===== config.mk =====
export PLATFORM = sky130hd
export DESIGN_NAME = reg_scoreboard
export DESIGN_NICKNAME = d
export VERILOG_FILES = /design/src/rtl/reg_scoreboard_pkg.sv /design/src/rtl/sb_counter.sv /design/src/rtl/reg_scoreboard.sv
export SDC_FILE = /design/constraint.sdc
export NUM_CORES = 1
export LEC_CHECK = 0
export ABC_AREA = 1
export ABC_CLOCK_PERIOD_IN_PS = 2500
export CAP_MARGIN = 20
export CORE_MARGIN = 1
export CORE_UTILIZATION = 39
export CTS_CLUSTER_DIAMETER = 150
export DETAILED_ROUTE_END_ITERATION = 8
export GPL_TIMING_DRIVEN = 0
export PLACE_DENSITY_LB_ADDON = 0.08
export SETUP_SLACK_MARGIN = 0.1
export SLEW_MARGIN = 20
export SYNTH_ARGS = -nofsm -noshare
export SYNTH_HDL_FRONTEND = slang
export SYNTH_SLANG_ARGS = --single-unit

===== constraint.sdc =====
create_clock -name CLK -period 2.5 [get_ports CLK]
set_clock_uncertainty 0.15 [all_clocks]
set_input_delay 0.5 -clock CLK [delete_from_list [all_inputs] [get_ports CLK]]
set_output_delay 0.5 -clock CLK [all_outputs]
set_load 0.005 [all_outputs]

===== src/rtl/reg_scoreboard_pkg.sv =====
// reg_scoreboard_pkg: shared CPU constants for the register file and the issue scoreboard
package reg_scoreboard_pkg;
  localparam int RF_ADDR_W = 5;
  localparam int RF_NREG = 32;
  localparam int SB_NREG = RF_NREG;
  localparam int SB_PEND_W = 2;
  typedef logic [RF_ADDR_W-1:0] reg_idx_t;
endpackage


===== src/rtl/sb_counter.sv =====
// sb_counter: per-register pending-write counter; saturates at all-ones, never goes below zero
module sb_counter
  import reg_scoreboard_pkg::*;
#(
  parameter int W = SB_PEND_W
) (
  input  logic         CLK,
  input  logic         RST_N,
  input  logic         inc,
  input  logic         dec,
  input  logic         clr,
  output logic [W-1:0] count,
  output logic         err
);
  localparam logic [W-1:0] MAX = '1;
  assign err = dec && count == '0;
  // simultaneous inc and dec cancel; clear and reset dominate
  always_ff @(posedge CLK)
    if (!RST_N || clr) count <= '0;
    else if (inc && !dec && count != MAX) count <= count + 1'b1;
    else if (dec && !inc && count != '0) count <= count - 1'b1;
endmodule


===== src/rtl/reg_scoreboard.sv =====
// reg_scoreboard: tracks outstanding register writes and stalls issue on RAW hazards or full counters
module reg_scoreboard
  import reg_scoreboard_pkg::*;
#(
  parameter int PEND_W = SB_PEND_W,
  parameter int NREG = SB_NREG
) (
  input  logic            CLK,
  input  logic            RST_N,
  input  logic            ISSUE_VALID,
  input  reg_idx_t        ISSUE_RD,
  input  reg_idx_t        ISSUE_RS1,
  input  reg_idx_t        ISSUE_RS2,
  input  logic            ISSUE_USE1,
  input  logic            ISSUE_USE2,
  input  logic            WB_VALID,
  input  reg_idx_t        WB_RD,
  input  logic            FLUSH,
  output logic            STALL,
  output logic [NREG-1:0] BUSY_VEC,
  output logic            PENDING_ANY,
  output logic            WB_ERR
);
  logic [PEND_W-1:0] cnt [NREG];
  logic [NREG-1:0] err_v;
  logic haz1, haz2, full, accept;
  localparam logic [PEND_W-1:0] ONE = PEND_W'(1);
  // a source whose only pending write retires this cycle is readable: the register file writes before it reads
  assign haz1 = ISSUE_USE1 && ISSUE_RS1 != '0 && cnt[ISSUE_RS1] != '0 &&
                !(cnt[ISSUE_RS1] == ONE && WB_VALID && WB_RD == ISSUE_RS1);
  assign haz2 = ISSUE_USE2 && ISSUE_RS2 != '0 && cnt[ISSUE_RS2] != '0 &&
                !(cnt[ISSUE_RS2] == ONE && WB_VALID && WB_RD == ISSUE_RS2);
  assign full = ISSUE_RD != '0 && cnt[ISSUE_RD] == '1;
  assign STALL = ISSUE_VALID && (haz1 || haz2 || full);
  assign accept = ISSUE_VALID && !STALL && !FLUSH;
  assign cnt[0] = '0;
  assign err_v[0] = 1'b0;
  assign BUSY_VEC[0] = 1'b0;
  for (genvar i = 1; i < NREG; i++) begin : g_cnt
    sb_counter #(.W(PEND_W)) u_cnt (
      .CLK   (CLK),
      .RST_N (RST_N),
      .inc   (accept && ISSUE_RD == reg_idx_t'(i)),
      .dec   (WB_VALID && WB_RD == reg_idx_t'(i)),
      .clr   (FLUSH),
      .count (cnt[i]),
      .err   (err_v[i])
    );
    assign BUSY_VEC[i] = |cnt[i];
  end
  assign PENDING_ANY = |BUSY_VEC;
  // sticky underflow flag; only reset clears it, flush leaves it alone
  always_ff @(posedge CLK)
    if (!RST_N) WB_ERR <= 1'b0;
    else if (|err_v) WB_ERR <= 1'b1;
endmodule


; Yosys cells after proc, flatten, opt, wreduce, memory -nomap -nowiden
; Index checks and enable logic that the tools add are counted.
[totals]
inputBits = 27
elab_cells = 701
out_inout_bits = 35
register_bits = 63
[classes]
muxes = 71
bitwise = 3
n_eq_ne = 98
addsub = 62
n_reduce_logical = 432
order_cmp = 3
[op_table]
columns = cell, n
row1 = logical AND 1 bit, 231
row2 = == test 5 bit (second input constant), 32
row3 = 2-to-1 mux 2 bit, 68
row4 = nonzero test 2 bit, 64
row5 = == test 5 x 4 -> 1 bit (second input constant), 16
row6 = logical NOT 1 bit, 67
row7 = adder 2 x 1 -> 2 bit (second input constant), 31
row8 = logical NOT 2 bit, 31
row9 = != test 2 bit (second input constant), 31
row10 = OR reduction 2 bit, 31
row11 = OR reduction 62 bit, 1
row12 = subtractor 2 x 1 -> 2 bit (second input constant), 31
row13 = == test 5 x 3 -> 1 bit (second input constant), 8
row14 = OR reduction 31 bit, 1
row15 = binary-select mux 2 bit (select 5 bit), 3
row16 = == test 5 x 2 -> 1 bit (second input constant), 4
row17 = >= comparator 6 bit (second input constant), 3
row18 = NOT 5 -> 6 bit, 3
row19 = nonzero test 5 bit, 3
row20 = == test 5 x 1 -> 1 bit (second input constant), 2
row21 = == test 5 bit, 2
row22 = == test 2 x 1 -> 1 bit (second input constant), 2
row23 = logical OR 1 bit, 3
row24 = == test 2 bit (second input constant), 1

; Longest topological paths before layout
; Gate-level depths: netlist (run 1).
[logic_depth]
word_depth = 21
depth_mapped = 22
ltp_nobuf = 19

; Hierarchy
; From an unflattened synthesis (run 1), not the netlist that was laid out.
[unflattened]
hier_cells = 1384
area_unflattened_um2 = 7633.6
[modules_own_cells]
columns = mod, cells_each, area_each_um2, n_inst, seq_area_each_um2
row1 = sb_counter, 21, 138.9, 31, 40.0
row2 = reg_scoreboard, 733, 3328.2, 1, 20.0

; Worst setup path before layout (run 1)
; OpenSTA, ideal clock, no wires.
[synth_timing]
path_type = in2reg
startpoint = input ISSUE_RD[0]
endpoint = register g_cnt[26].u_cnt.count[0]
slack_ps = 28
required_ps = 2235
arrival_time_ps = 2207
setup_time_ps = 115
path_stages = 21
n_path_buf = 3
path_cell_list = buf_4 > nand2_2 > buf_4 > nor2_1 > a21oi_1 > nand2_1 > nand2_1 > nand2_1 > inv_1 > nand2_1 > nand3_1 > nand2_1 > inv_1 > nand2_2 > nor2_8 > buf_6 > nand3_1 > nand3_1 > nand3_1 > nand2_1 > nor2_1
[synth_between]
elab_chain_len = 16
elab_cells_between_ends = 21
cone_classes = eq/ne (2) / mux (4) / bitwise (1) / reduce/logical (14)
[synth_lines]
columns = element, line_no
row1 = start: declaration, reg_scoreboard.sv:11  ; input reg_idx_t ISSUE_RD,
row2 = NOT 5 -> 6 bit (not written as such), reg_scoreboard.sv:33  ; assign full = ISSUE_RD != '0 && cnt[ISSUE_RD] == '1;
row3 = binary-select mux 2 bit (select 5 bit), reg_scoreboard.sv:33
row4 = 2-to-1 mux 2 bit (not written as such) (2 in series), reg_scoreboard.sv:33
row5 = == test 2 bit, reg_scoreboard.sv:33
row6 = logical AND 1 bit, reg_scoreboard.sv:33
row7 = logical OR 1 bit, reg_scoreboard.sv:34  ; assign STALL = ISSUE_VALID && (haz1 || haz2 || full);
row8 = logical AND 1 bit, reg_scoreboard.sv:34
row9 = logical NOT 1 bit, reg_scoreboard.sv:35  ; assign accept = ISSUE_VALID && !STALL && !FLUSH;
row10 = logical AND 1 bit (2 in series), reg_scoreboard.sv:35
row11 = logical AND 1 bit *, reg_scoreboard.sv:43  ; .inc (accept && ISSUE_RD == reg_idx_t'(i)),
row12 = logical NOT 1 bit, sb_counter.sv:21  ; else if (dec && !inc && count != '0) count <= count - 1'b1;
row13 = logical AND 1 bit (2 in series), sb_counter.sv:21
row14 = nonzero test 2 bit (no source line), -
row15 = end signal: assignment, sb_counter.sv:20  ; else if (inc && !dec && count != MAX) count <= count + 1'b1;
row16 = end signal: assignment, sb_counter.sv:21
row17 = end: declaration, sb_counter.sv:12  ; output logic [W-1:0] count,
; Mark *: on every way between the ends. The rest lies on a longest branch, timed or not. The select of a mux whose other input is x is not followed.
; A chain may end at the register's enable or synchronous reset.

; Worst setup path in the final report (run 1)
[layout_timing]
startpoint = input ISSUE_RD[1]
endpoint = output STALL
[layout_between]
elab_chain_len = 8
elab_cells_between_ends = 9
cone_classes = eq/ne (1) / mux (3) / bitwise (1) / reduce/logical (4)
[layout_lines]
columns = element, line_no
row1 = NOT 5 -> 6 bit (not written as such), reg_scoreboard.sv:33
row2 = binary-select mux 2 bit (select 5 bit), reg_scoreboard.sv:33
row3 = 2-to-1 mux 2 bit (not written as such) (2 in series), reg_scoreboard.sv:33
row4 = == test 2 bit, reg_scoreboard.sv:33
row5 = logical AND 1 bit *, reg_scoreboard.sv:33
row6 = logical OR 1 bit *, reg_scoreboard.sv:34
row7 = logical AND 1 bit *, reg_scoreboard.sv:34
row8 = end: declaration, reg_scoreboard.sv:19  ; output logic STALL,
; Marked as above.

==> metrics.sh, run 1 <==
R2R_END='g_cnt[4].u_cnt.count[0]$_SDFFE_PP0P_'
INITIAL_ANTENNA_VIOLATION_COUNT=0
HOLD_PATH.STARTPOINT='g_cnt[10].u_cnt.count[1]$_SDFFE_PP0P_'
DP.FINAL_HPWL_MM=24.3
TRITONCTS_CLOCK_TREE='built'
SYN_AREA_SQ_MM=0.00653
FINAL.PERIOD_UTILIZATION_PCT=110
DRTITER0DRC=1137
WORST_SETUP_PATH_END_KIND='output pin'
LAYOUT-DRIVE-GT1-SHARE_PCT=28.5
YS_WARN_COUNT=0
CLK_PIN_SLEW_NS=0.06
FIN_HOLD_WS_NS=0.344
FINAL_NET_COUNT=1342
FLOORPLAN.INITIALDENSITY_PCT=40.5
CTS-HOLD-FIX-BUFFERS=0
LAYOUT_SETUP_WS_NS=-0.239
PIN_COUNT_OF_THE_BIGGEST_NET_ENTERING_GLOBAL_ROUTING=12
VIOLATIONS_IN_THE_FINAL_REPORTS='negative setup slack'
FP.DIEAREA_SQ_MM=0.0173
SETUP_VIOL_COUNT_FINAL=63
FINALCRITICALPERIOD_NS=2.74
FINAL_UTIL_PCT=61.5
LAYOUT-AREA-OVERHEAD-VS-SYNTH_PCT=51.8
CORE_AREA_SQ_MM=0.0161
SYNTH.LIB_CELLS_USED.DISTINCT=33
POWER.TOTAL_mW=3.47
UNREPAIRED_SETUP_ENDPOINTS_AFTER_GLOBAL_ROUTING='yes'
PEAKVDDDROP_mV=0.362
WORSTREGTOREGCELLS=18
SYNTH_SEQ_CELLS=63
TIMING.SETUP.CRITICAL_PATH_CLASS='in2out'
PATH_TYPE_OF_THE_WORST_MIN_DELAY_PATH='reg2reg'
DRT-TOTAL-WL_MM=35.6
CTS.HTREE.LEVELS=3
DETAIL_ROUTE.VIAS_PER_CELL=6.07
HOLD-PATH-ENDPOINT='g_cnt[10].u_cnt.count[1]$_SDFFE_PP0P_'
CLOCKROOTBUFFER='sky130_fd_sc_hd__clkbuf_16'
PORT_BUFFERS=55
CLK_LATENCY_NS=0.36
TOTAL_NETS_AFTER_SYNTHESIS=1226
PATH_MAX_FANOUT=5
GP_CONGESTION=1.03
BOUNDARYPINS=62
GRT.OVERFLOW.TOTAL=0
CTS_MADE_BUFFERS=9
REG2REG_SLACK_NS=-0.17
DRC=0
CRITPATHREQUIREDTIME_NS=1.85
WORST_SETUP_PATH_START_KIND='primary input'
REGTOREGSTARTPOINT='g_cnt[25].u_cnt.count[0]$_SDFFE_PP0P_'
NUMBER_OF_VIAS_AFTER_DETAILED_ROUTING=9316
ANTENNA_VIOLATING_NETS_POST_ROUTE=0
FLOORPLAN.DIE.WIDTH_UM=131
NUM_ROWS=46
SYNTHESIS.INSTANCES=1199
WHS_PATH_DEPTH=2
DRTPASS1ITERATIONS=6
FIRST_PASS_GRT_WIRE_LENGTH_MM=50.9
CAP_VIOLATIONS=0
SYNTH_SEQ_AREA_SHARE_PCT=19.3
NUMCLOCKSINKS=63
REPORT.FINAL.HOLD_VIOL_COUNT=0
MAXSLEWVIOLCOUNT=0
SYNTH.AVG_CELL_AREA_SQ_UM=5.44
ROUTEDWLPERCELL_UM=23.2
P_LEAK_nW=3.84
GRTUSAGETOTAL_PCT=39.9
MAX_SLEW.WORST_PIN.SLEW_NS=0.911
ANTENNA_CELLS_INSERTED=0
TIMING.FMAX_GHz=0.365
GRT_PASS1_VIAS=8376
DIE-HEIGHT_UM=131
P_PER_AREA_mW_PER_MM2=350
RUN_STATUS='finished with violations'
MAX-CLOCK-PATH-BUFFERS=2
SLEW_HEADROOM_PCT=39.3
CP_DATA_ARRIVAL_TIME_NS=2.09
[synthesized netlist by cell type, drive strengths merged]
cell type  number  area (sq um)
o211ai          7          52.6
a211oi          1          7.51
xnor2           1          8.76
clkinv          2          7.51
nor2          148           584
a221oi          6          52.6
conb            1          3.75
nand3         159           796
dfxtp          63          1260
nand2         351          1330
a21oi          75           379
clkbuf         25          93.8
a31oi          30           188
nor3           33           165
o21a            2          15.0
nand4          48           494
o21ai          35           175
inv           173           649
o22ai          10          62.6
buf            25           173
nor4            3          18.8
o2111ai         1          8.76
[flip-flops by register name, summed over array words and instances, names as in the netlist]
signal             cells
WB_ERR                 1
g_cnt.u_cnt.count     62
[cell usage in the layout (no fill, tap or decap), types with 6 or more instances in the layout]
master / Yosys / routed
sky130_fd_sc_hd__nand4_4: 0 / 24
sky130_fd_sc_hd__buf_12: 0 / 17
sky130_fd_sc_hd__clkdlybuf4s50_1: 0 / 37
sky130_fd_sc_hd__o22ai_1: 10 / 10
sky130_fd_sc_hd__buf_2: 15 / 12
sky130_fd_sc_hd__clkbuf_16: 0 / 13
sky130_fd_sc_hd__buf_8: 0 / 6
sky130_fd_sc_hd__a21oi_2: 1 / 23
sky130_fd_sc_hd__nand2_2: 2 / 25
sky130_fd_sc_hd__o211ai_1: 7 / 7
sky130_fd_sc_hd__nand3_1: 159 / 60
sky130_fd_sc_hd__o21ai_0: 33 / 23
sky130_fd_sc_hd__nor2_2: 2 / 8
sky130_fd_sc_hd__inv_1: 170 / 152
sky130_fd_sc_hd__nand4_1: 17 / 17
sky130_fd_sc_hd__nand2_1: 348 / 321
sky130_fd_sc_hd__clkbuf_1: 25 / 10
sky130_fd_sc_hd__inv_2: 3 / 16
sky130_fd_sc_hd__buf_4: 4 / 25
sky130_fd_sc_hd__nand3_4: 0 / 30
sky130_fd_sc_hd__nand4_2: 31 / 7
sky130_fd_sc_hd__buf_16: 0 / 7
sky130_fd_sc_hd__nand3_2: 0 / 69
sky130_fd_sc_hd__a21oi_1: 74 / 50
sky130_fd_sc_hd__nor2_4: 1 / 7
sky130_fd_sc_hd__dfxtp_2: 0 / 18
sky130_fd_sc_hd__o21ai_1: 2 / 9
sky130_fd_sc_hd__buf_6: 6 / 17
sky130_fd_sc_hd__nor2_1: 144 / 132
sky130_fd_sc_hd__nor3_1: 33 / 32
sky130_fd_sc_hd__a31oi_1: 30 / 29
sky130_fd_sc_hd__dfxtp_1: 63 / 43
[kinds of logic after synthesis]
logic type / count (synthesis) / share of synthesized area [%]
buffers and inverters: 225 / 14.1
DFF: 63 / 19.3
AOI/OAI and AO/OA: 167 / 14.4
xor gates and xnor gates: 1 / 0.134
other: 1 / 0.0575
and+or+nand+nor: 742 / 51.9
[how the worst max path moves through the flow]
stage / cells past startpoint / from / end / slack [ns]
4_1_cts: 16 / ISSUE_RD[0] / STALL / -0.15
2_1_floorplan: 15 / ISSUE_RD[0] / STALL / 0.10
3_3_place_gp: 17 / ISSUE_RD[1] / STALL / -1.71
6_report: 18 / ISSUE_RD[1] / STALL / -0.24
5_1_grt: 20 / WB_RD[4] / g_cnt[18].u_cnt.count[0]$_SDFFE_PP0P_ / -0.30
3_5_place_dp: 17 / ISSUE_RD[1] / STALL / -1.70
[through the flow]
stage	worst slack (ns)	cells	cell area, sq um	setup TNS, ns
2_1_floorplan	0.103	1199	6560	0
3_3_place_gp	-1.71	1470	7380	-78.92
3_5_place_dp	-1.70	1470	7380	-78.39
4_1_cts	-0.145	1530	9260	-3.30
5_1_grt	-0.298	1536	9910	-12.87
6_report	-0.239	1536	9910	-7.76
[routing by layer]
metal  routed length (um)  global-route usage (%)
met1                13900                    51.0
met2                14700                    58.3
met3                 4550                    13.2
met4                 2440                    22.9
met5                    0                       0
[final cells by class]
cell class                 count  area, sq um
timing repair buffer         105         1230
sequential                    63         1290
inverter                     175          692
clock buffer                  10          229
multi-input combinational    911         5610
tap                          216          270
fill                        1537         6210
buffer                        50          529
clock inverter                 6         61.3
[critical path, stage by stage]
cell	delay [ns]
sky130_fd_sc_hd__buf_12	0.13
sky130_fd_sc_hd__inv_12	0.06
sky130_fd_sc_hd__nor2_4	0.04
sky130_fd_sc_hd__buf_12	0.13
sky130_fd_sc_hd__buf_8	0.14
sky130_fd_sc_hd__a21oi_2	0.16
sky130_fd_sc_hd__nand2_1	0.09
sky130_fd_sc_hd__nand2_1	0.07
sky130_fd_sc_hd__nand2_1	0.05
sky130_fd_sc_hd__inv_1	0.04
sky130_fd_sc_hd__nand2_1	0.06
sky130_fd_sc_hd__nand3_2	0.08
sky130_fd_sc_hd__nand2_2	0.07
sky130_fd_sc_hd__inv_2	0.07
sky130_fd_sc_hd__nand2_4	0.08
sky130_fd_sc_hd__o21ai_2	0.13
sky130_fd_sc_hd__inv_1	0.06
sky130_fd_sc_hd__buf_2	0.12
[repair_timing]
action                     4_1_cts  5_1_grt
cloned                           8        3
setup endpoints to repair       66       66
pin swaps                      105       71
setup buffers                   40        3
resized for setup              336      127
[report_power, final]
group | internal (mW) | switching (mW)
Clock | 0.769 | 0.551
Combinational | 0.441 | 0.703
Sequential | 1.00 | 0.00299
Note: power is estimated with default switching activity, not from simulation.
==> run 2: changes to the inputs <==
--- a/config.mk
+++ b/config.mk
@@ -8,6 +8,7 @@
 export ABC_AREA = 1
 export ABC_CLOCK_PERIOD_IN_PS = 2500
 export CAP_MARGIN = 20
+export CORE_ASPECT_RATIO = 0.5
 export CORE_MARGIN = 1
 export CORE_UTILIZATION = 39
 export CTS_CLUSTER_DIAMETER = 150
@@ -15,7 +16,6 @@
 export GPL_TIMING_DRIVEN = 0
 export PLACE_DENSITY_LB_ADDON = 0.08
 export SETUP_SLACK_MARGIN = 0.1
-export SLEW_MARGIN = 20
 export SYNTH_ARGS = -nofsm -noshare
 export SYNTH_HDL_FRONTEND = slang
 export SYNTH_SLANG_ARGS = --single-unit
==> run 2 against run 1 <==
- the run still ends with negative setup slack left
- non-clock buffer count down 1
- clock power down 5%
- critical path type unchanged
- via count up 5.7%
==> metrics.sh, run 2 (synthesized netlist as in run 1, its figures left out) <==
NUM_ROWS=32  # -30%
CLK_PIN_SLEW_NS=0.07  # about the same
VIOLATIONS_IN_THE_FINAL_REPORTS='negative setup slack'
RUN_STATUS='finished with violations'
DRTITER0DRC=1725  # +52%
TOTAL_INSTANCE_COUNT_AFTER_DETAILED_PLACEMENT=1475  # +0.34%
P_LEAK_nW=3.82  # -0.58%
NUMBER_OF_VIAS_AFTER_DETAILED_ROUTING=9851  # +5.7%
LAYOUT-AREA-OVERHEAD-VS-SYNTH_PCT=51.1
CP_CELL_SEQUENCE='buf_4, buf_12, nor2_2, nand2_1, nand4_1, nand3_1, nand2_1, nand3_2, nand2_1, nand2_1, nand2_2, o21ai_1, inv_1, buf_2'
PORT_BUFFERS=55  # unchanged
MAX_SLEW.WORST_PIN.SLEW_NS=0.921  # +0.0106 ns
FINAL_NET_COUNT=1342  # unchanged
DRT-TOTAL-WL_MM=39.8  # +12%
INITIAL_ANTENNA_VIOLATION_COUNT=1  # +1
STDCELL_AREA_SQ_MM=0.00986  # -0.49%
R2R_END='g_cnt[22].u_cnt.count[0]$_SDFFE_PP0P_'
P_PER_AREA_mW_PER_MM2=349  # -0.24%
CTS-HOLD-FIX-BUFFERS=0  # unchanged
TRITONCTS_CLOCK_TREE='built'
MOST_COMMON_LIBRARY_CELL_IN_THE_LAYOUT_IGNORING_FILL_AND_TAPS='sky130_fd_sc_hd__nand2_1'
CTS_MADE_BUFFERS=9  # unchanged
SETUP_VIOL_COUNT_FINAL=63  # unchanged
DETAIL_ROUTE.VIAS_PER_CELL=6.40  # +5.5%
UNREPAIRED_SETUP_ENDPOINTS_AFTER_GLOBAL_ROUTING='yes'
CRITPATHREQUIREDTIME_NS=1.85  # about the same
ANTENNA_VIOLATING_NETS_POST_ROUTE=0  # unchanged
CLK_LATENCY_NS=0.35  # about the same
REPORT.FINAL.HOLD_VIOL_COUNT=0  # unchanged
TIMING.FMAX_GHz=0.364  # -0.20%
FIRST_PASS_GRT_WIRE_LENGTH_MM=54.0  # +6.1%
DRTPASS1ITERATIONS=7  # +1
CORE_AREA_SQ_MM=0.0159  # -1.6%
LARGEST_REGISTER_FFS=62  # unchanged
DRC=0  # unchanged
DP_WORST_SETUP_SLACK_NS=-1.83  # -0.122 ns
PIN_COUNT_OF_THE_BIGGEST_NET_ENTERING_GLOBAL_ROUTING=11  # -1
DP.FINAL_HPWL_MM=27.0  # +11%
CRITPATHMAXSTAGEDELAY_NS=0.35  # +0.19 ns
WHS_PATH_DEPTH=2  # unchanged
NUMBER_OF_FILLER_INSTANCES_IN_THE_FINAL_LAYOUT=1487  # -3.3%
WORSTREGTOREGCELLS=20  # +2
LARGESTREGISTERS='g_cnt.u_cnt.count (62), WB_ERR (1)'
ROUTEDWLPERCELL_UM=25.8  # +11%
DIE-HEIGHT_UM=93.5  # -29%
BOUNDARYPINS=62  # unchanged
ANTENNA_CELLS_INSERTED=0  # unchanged
HOLD-PATH-ENDPOINT='g_cnt[23].u_cnt.count[1]$_SDFFE_PP0P_'
FLOORPLAN.DIE.WIDTH_UM=185  # +41%
GP_CONGESTION=1.06  # +2.9%
FLOORPLAN.INITIALDENSITY_PCT=41.2  # +0.66 points
SLEW_HEADROOM_PCT=38.6  # -0.70 points
REGMOSTFLOPS='g_cnt.u_cnt.count'
PLACEDINSTANCEAREA_SQ_MM=0.00738  # about the same
CLOCKROOTBUFFER='sky130_fd_sc_hd__clkbuf_16'
GRTUSAGETOTAL_PCT=44.2  # +4.3 points
FINALCRITICALPERIOD_NS=2.74  # +0.00538 ns
TIMING.SETUP.CRITICAL_PATH_CLASS='in2out'
CTS.HTREE.LEVELS=3  # unchanged
REG2REG_SLACK_NS=-0.19  # -0.02 ns
POST_LAYOUT_NONFILLER_INSTANCES=1539  # +0.20%
CAP_VIOLATIONS=0  # unchanged
LAYOUT-DRIVE-GT1-SHARE_PCT=28.0  # -0.49 points
FINAL.PERIOD_UTILIZATION_PCT=110  # +0.22 points
MAXSLEWVIOLCOUNT=0  # unchanged
REGTOREGSTARTPOINT='g_cnt[27].u_cnt.count[0]$_SDFFE_PP0P_'
FP.DIEAREA_SQ_MM=0.0173  # +0.18%
PEAKVDDDROP_mV=0.231  # -36%
WORST_SETUP_PATH_START_KIND='primary input'
NUMCLOCKSINKS=63  # unchanged
LAYOUT_SETUP_WS_NS=-0.245  # -0.00538 ns
LAYOUT_COMMON_CELLS='sky130_fd_sc_hd__nand2_1 (322), sky130_fd_sc_hd__inv_1 (156), sky130_fd_sc_hd__nor2_1 (127), sky130_fd_sc_hd__nand3_2 (71), sky130_fd_sc_hd__nand3_1 (60)'
GRT.OVERFLOW.TOTAL=0  # unchanged
PATH_MAX_FANOUT=5  # unchanged
PATH_TYPE_OF_THE_WORST_MIN_DELAY_PATH='reg2reg'
HOLD_PATH.STARTPOINT='g_cnt[23].u_cnt.count[0]$_SDFFE_PP0P_'
TIMING.CRITICAL_PATH.MODE_CELL='sky130_fd_sc_hd__nand2_1'
FINAL_UTIL_PCT=62.2  # +0.70 points
MAX-CLOCK-PATH-BUFFERS=2  # unchanged
CP_DATA_ARRIVAL_TIME_NS=2.09  # about the same
WORST_SETUP_PATH_END_KIND='output pin'
POWER.TOTAL_mW=3.45  # -0.73%
WORST_PATH_MAX_DELAY_CELL='sky130_fd_sc_hd__nor2_2'
GRT_PASS1_VIAS=8617  # +2.9%
run 2: cell types whose count changed in the layout (fill, tap and decap cells not counted), moves of 5 or more:
cell / change
sky130_fd_sc_hd__buf_6: -9
sky130_fd_sc_hd__dfxtp_2: -8
sky130_fd_sc_hd__a21oi_2: +6
sky130_fd_sc_hd__a21oi_1: -6
sky130_fd_sc_hd__inv_2: -8
sky130_fd_sc_hd__nor2_1: -5
sky130_fd_sc_hd__buf_12: +6
sky130_fd_sc_hd__buf_4: +5
sky130_fd_sc_hd__dfxtp_1: +9
run 2: repair_timing:
action,CTS,global route
resized for setup,281,180
pin swaps,56,76
buffers inserted,33,6
gates cloned,7,4
setup endpoints to repair,66,67
run 2: worst max path at each step:
stage                 startpoint                                     to  slack, ns  depth (start not counted)
finish              ISSUE_RS1[1]                                  STALL      -0.24                         14
global route        ISSUE_RS1[0]  g_cnt[17].u_cnt.count[0]$_SDFFE_PP0P_      -0.30                         23
CTS                 ISSUE_RS2[0]                                  STALL      -0.19                         13
detailed placement   ISSUE_RD[1]                                  STALL      -1.83                         17
global placement     ISSUE_RD[1]                                  STALL      -1.82                         17
floorplan            ISSUE_RD[0]                                  STALL       0.10                         15
run 2: report_power, final:
group          switching [mW]  leakage (nW)  total (mW)  internal [mW]
combinational           0.757          3.18        1.18          0.425
sequential            0.00286         0.513        1.01           1.01
clock                   0.541         0.129        1.26          0.715
run 2: critical path, delay by kind of cell:
kind	cells	cell delay, ns
AOI/OAI and AO/OA	1	0.06
buffers and inverters	4	0.46
and+or+nand+nor	9	1.07
run 2: cell type report:
class | instances | area (sq um) | area share (%)
buffer | 50 | 578 | 5.86
clock inverter | 3 | 20.0 | 0.203
clock buffer | 11 | 253 | 2.56
tap | 221 | 277 | 2.80
multi-input combinational | 912 | 5600 | 56.8
timing repair buffer | 104 | 1160 | 11.7
inverter | 175 | 701 | 7.11
sequential | 63 | 1280 | 13.0
run 2: layer usage:
layer | wire (um) | GRT usage [%]
met2 | 15000 | 59.7
met4 | 2140 | 17.4
met3 | 7320 | 20.3
met1 | 15300 | 59.7
met5 | 0 | 0
run 2: stage by stage:
step,TNS [ns],hold slack (ns)
6_report,-9.07,0.344
5_1_grt,-13.09,0.371
4_1_cts,-4.86,0.342
3_5_place_dp,-87.20,0.332
3_3_place_gp,-86.50,0.324
2_1_floorplan,0,0.311
==> run 3: changes to the inputs <==
--- a/config.mk
+++ b/config.mk
@@ -6,7 +6,7 @@
 export NUM_CORES = 1
 export LEC_CHECK = 0
 export ABC_AREA = 1
-export ABC_CLOCK_PERIOD_IN_PS = 2500
+export ABC_CLOCK_PERIOD_IN_PS = 3500
 export CAP_MARGIN = 20
 export CORE_ASPECT_RATIO = 0.5
 export CORE_MARGIN = 1
==> constraint.sdc (replaced) <==
create_clock -name CLK -period 3.5 [get_ports CLK]
set_clock_uncertainty 0.15 [all_clocks]
set_input_delay 0.7 -clock CLK [delete_from_list [all_inputs] [get_ports CLK]]
set_output_delay 0.7 -clock CLK [all_outputs]
set_load 0.005 [all_outputs]
==> run 3 against run 2 <==
- the flow now finishes without violations
- die area stayed put
- via count is 9.2% lower
- critical path type unchanged
- critical path depth is 4 higher
- combinational power is 53% lower
==> metrics.sh, run 3 (synthesized netlist as in run 1, its figures left out) <==
GRT_PASS1_VIAS=8043  # -6.7%
CLK_PIN_SLEW_NS=0.06  # about the same
REG2REG_SLACK_NS=0.76  # +0.95 ns
INITIAL_ANTENNA_VIOLATION_COUNT=1  # unchanged
TIMING.FMAX_GHz=0.299
FP.DIEAREA_SQ_MM=0.0173  # unchanged
MAX_SLEW.WORST_PIN.SLEW_NS=1.01  # +0.0912 ns
CP_CELL_SEQUENCE='buf_4, nand2_8, buf_12, buf_4, nor2_1, a21oi_1, nand2_1, nand2_1, nand2_1, inv_1, nand2_1, nand3_1, nand2_2, inv_2, nand2_2, o21ai_2, inv_1, dlygate4sd2_1'
MAX-CLOCK-PATH-BUFFERS=2  # unchanged
TOTAL_INSTANCE_COUNT_AFTER_DETAILED_PLACEMENT=1475  # unchanged
TRITONCTS_CLOCK_TREE='built'
ANTENNA_VIOLATING_NETS_POST_ROUTE=0  # unchanged
P_LEAK_nW=3.30  # -14%
NUMBER_OF_FILLER_INSTANCES_IN_THE_FINAL_LAYOUT=1746  # +17%
POST_LAYOUT_NONFILLER_INSTANCES=1511  # -1.8%
LARGESTREGISTERS='g_cnt.u_cnt.count (62), WB_ERR (1)'
WHS_PATH_DEPTH=2  # unchanged
DRTPASS1ITERATIONS=6  # -1
PATH_MAX_FANOUT=4  # -1
CRITPATHREQUIREDTIME_NS=2.65  # +0.80 ns
PEAKVDDDROP_mV=0.235  # +1.8%
LAYOUT-DRIVE-GT1-SHARE_PCT=12.1  # -16 points
R2R_END='g_cnt[14].u_cnt.count[0]$_SDFFE_PP0P_'
REGMOSTFLOPS='g_cnt.u_cnt.count'
CLOCKROOTBUFFER='sky130_fd_sc_hd__clkbuf_16'
PORT_BUFFERS=55  # unchanged
HOLD-PATH-ENDPOINT='g_cnt[23].u_cnt.count[1]$_SDFFE_PP0P_'
WORST_SETUP_PATH_START_KIND='primary input'
DP.FINAL_HPWL_MM=25.8  # -4.3%
CLK_LATENCY_NS=0.36  # about the same
FINAL_NET_COUNT=1311  # -2.3%
CTS.HTREE.LEVELS=3  # unchanged
GRT.OVERFLOW.TOTAL=0  # unchanged
P_PER_AREA_mW_PER_MM2=277  # -21%
SETUP_VIOL_COUNT_FINAL=0  # -100%
TIMING.CRITICAL_PATH.MODE_CELL='sky130_fd_sc_hd__nand2_1'
FINALCRITICALPERIOD_NS=3.34
FLOORPLAN.INITIALDENSITY_PCT=41.2  # unchanged
DIE-HEIGHT_UM=93.5  # unchanged
CORE_AREA_SQ_MM=0.0159  # unchanged
SLEW_HEADROOM_PCT=32.5  # -6.1 points
PATH_TYPE_OF_THE_WORST_MIN_DELAY_PATH='reg2reg'
FINAL.PERIOD_UTILIZATION_PCT=95.5
RUN_STATUS='completed'
FIRST_PASS_GRT_WIRE_LENGTH_MM=49.8  # -7.8%
GP_CONGESTION=1.09  # +2.3%
GR-USAGE-MET1_PCT=57.8  # -2.0 points
LARGEST_REGISTER_FFS=62  # unchanged
NUMCLOCKSINKS=63  # unchanged
LAYOUT-AREA-OVERHEAD-VS-SYNTH_PCT=24.5
NUMBER_OF_VIAS_AFTER_DETAILED_ROUTING=8948  # -9.2%
TIMING.SETUP.CRITICAL_PATH_CLASS='in2out'
DRTITER0DRC=1413  # -18%
DRC=0  # unchanged
GRTUSAGETOTAL_PCT=40.3  # -3.9 points
PIN_COUNT_OF_THE_BIGGEST_NET_ENTERING_GLOBAL_ROUTING=11  # unchanged
HOLD_PATH.STARTPOINT='g_cnt[23].u_cnt.count[0]$_SDFFE_PP0P_'
NUM_ROWS=32  # unchanged
PLACEDINSTANCEAREA_SQ_MM=0.00735  # -0.42%
REPORT.FINAL.HOLD_VIOL_COUNT=0  # unchanged
DETAIL_ROUTE.VIAS_PER_CELL=5.92  # -7.5%
CRITPATHMAXSTAGEDELAY_NS=0.25  # -0.10 ns
CP_DATA_ARRIVAL_TIME_NS=2.49  # +0.40 ns
LAYOUT_COMMON_CELLS='sky130_fd_sc_hd__nand2_1 (343), sky130_fd_sc_hd__inv_1 (163), sky130_fd_sc_hd__nand3_1 (149), sky130_fd_sc_hd__nor2_1 (137), sky130_fd_sc_hd__a21oi_1 (73)'
DRT-TOTAL-WL_MM=34.0  # -14%
MOST_COMMON_LIBRARY_CELL_IN_THE_LAYOUT_IGNORING_FILL_AND_TAPS='sky130_fd_sc_hd__nand2_1'
REGTOREGSTARTPOINT='g_cnt[31].u_cnt.count[0]$_SDFFE_PP0P_'
CTS_MADE_BUFFERS=9  # unchanged
CAP_VIOLATIONS=0  # unchanged
STDCELL_AREA_SQ_MM=0.00812  # -18%
WORST_PATH_MAX_DELAY_CELL='sky130_fd_sc_hd__dlygate4sd2_1'
GLOBAL_ROUTE.USAGE.MET3_PCT=14.4  # -5.9 points
UNREPAIRED_SETUP_ENDPOINTS_AFTER_GLOBAL_ROUTING='yes'
MAXSLEWVIOLCOUNT=0  # unchanged
WORST_SETUP_PATH_END_KIND='output pin'
GRT.MET2_USAGE_PCT=54.2  # -5.5 points
ROUTEDWLPERCELL_UM=22.5  # -13%
FLOORPLAN.DIE.WIDTH_UM=185  # unchanged
GRT-BUSIEST-LAYER='met1'
BOUNDARYPINS=62  # unchanged
WORSTREGTOREGCELLS=20  # unchanged
[run 3: cell count changes in the layout (fill, tap and decap cells not counted), moves of 21 or more]
| cell | previous run | this run |
|---|---|---|
| sky130_fd_sc_hd__nand3_4 | 28 | 1 |
| sky130_fd_sc_hd__a21oi_1 | 44 | 73 |
| sky130_fd_sc_hd__a21oi_2 | 29 | 1 |
| sky130_fd_sc_hd__nand3_2 | 71 | 9 |
| sky130_fd_sc_hd__nand3_1 | 60 | 149 |
| sky130_fd_sc_hd__nand2_1 | 322 | 343 |
[run 3: cell type report]
cell class,count,area (sq um),share of cell area [%]
diodes,1,2.50,0.0308
plain buffers,50,387,4.76
multi-input cells,911,4500,55.4
inverters,175,673,8.29
well taps,221,277,3.40
clock inverters,3,40.0,0.493
repair buffers,74,714,8.79
clock buffers,13,270,3.33
flip-flops and latches,63,1260,15.5
[run 3: power by group]
group	internal, mW	switching [mW]	leakage (nW)
sequential	0.719	0.00203	0.507
clock	0.608	0.370	0.156
combinational	0.164	0.390	2.64
total	1.49	0.762	3.30
[run 3: worst max-delay path by stage]
stage | cells past startpoint | startpoint | to | slack [ns]
6_report | 18 | ISSUE_RD[1] | STALL | 0.16
5_1_grt | 15 | ISSUE_RS1[1] | STALL | 0.08
4_1_cts | 5 | g_cnt[5].u_cnt.count[0]$_SDFFE_PP0P_ | PENDING_ANY | 0.16
3_3_place_gp | 14 | ISSUE_RS1[1] | STALL | -1.10
2_1_floorplan | 12 | ISSUE_RS2[0] | STALL | 0.65
3_5_place_dp | 14 | ISSUE_RS1[1] | STALL | -1.12
[run 3: per-stage QoR]
| step | power [mW] | worst slack [ns] | utilization [%] | hold WS, ns | TNS (ns) |
|---|---|---|---|---|---|
| after floorplan | 0.999 | 0.654 | - | 0.311 | 0 |
| after global placement | 1.20 | -1.10 | 46.4 | 0.325 | -24.44 |
| after detailed placement | 1.20 | -1.12 | 46.4 | 0.331 | -25.58 |
| after CTS | 2.22 | 0.158 | 50.8 | 0.338 | 0 |
| after global routing | 2.30 | 0.0782 | 51.2 | 0.378 | 0 |
| final | 2.25 | 0.157 | 51.2 | 0.337 | 0 |
[run 3: layer usage]
layer  part of all wire [%]  wire length, um
met1                     44            14900
met2                     37            12600
met3                     16             5460
met4                    2.9              983
met5                   0.15               50
[run 3: critical path: cells and delay by family]
| kind | cells | cell delay (ns) |
|---|---|---|
| buffers and inverters | 7 | 0.83 |
| AND/OR/NAND/NOR | 9 | 0.69 |
| AO/OA/AOI/OAI | 2 | 0.26 |
[run 3: repair_timing]
item | CTS | global route
hold buffers | 0 | 0
gates resized for setup | 117 | 19
pin swaps | 16 | 6
buffers inserted | 17 | 2
endpoints found under the setup margin | 62 | 2
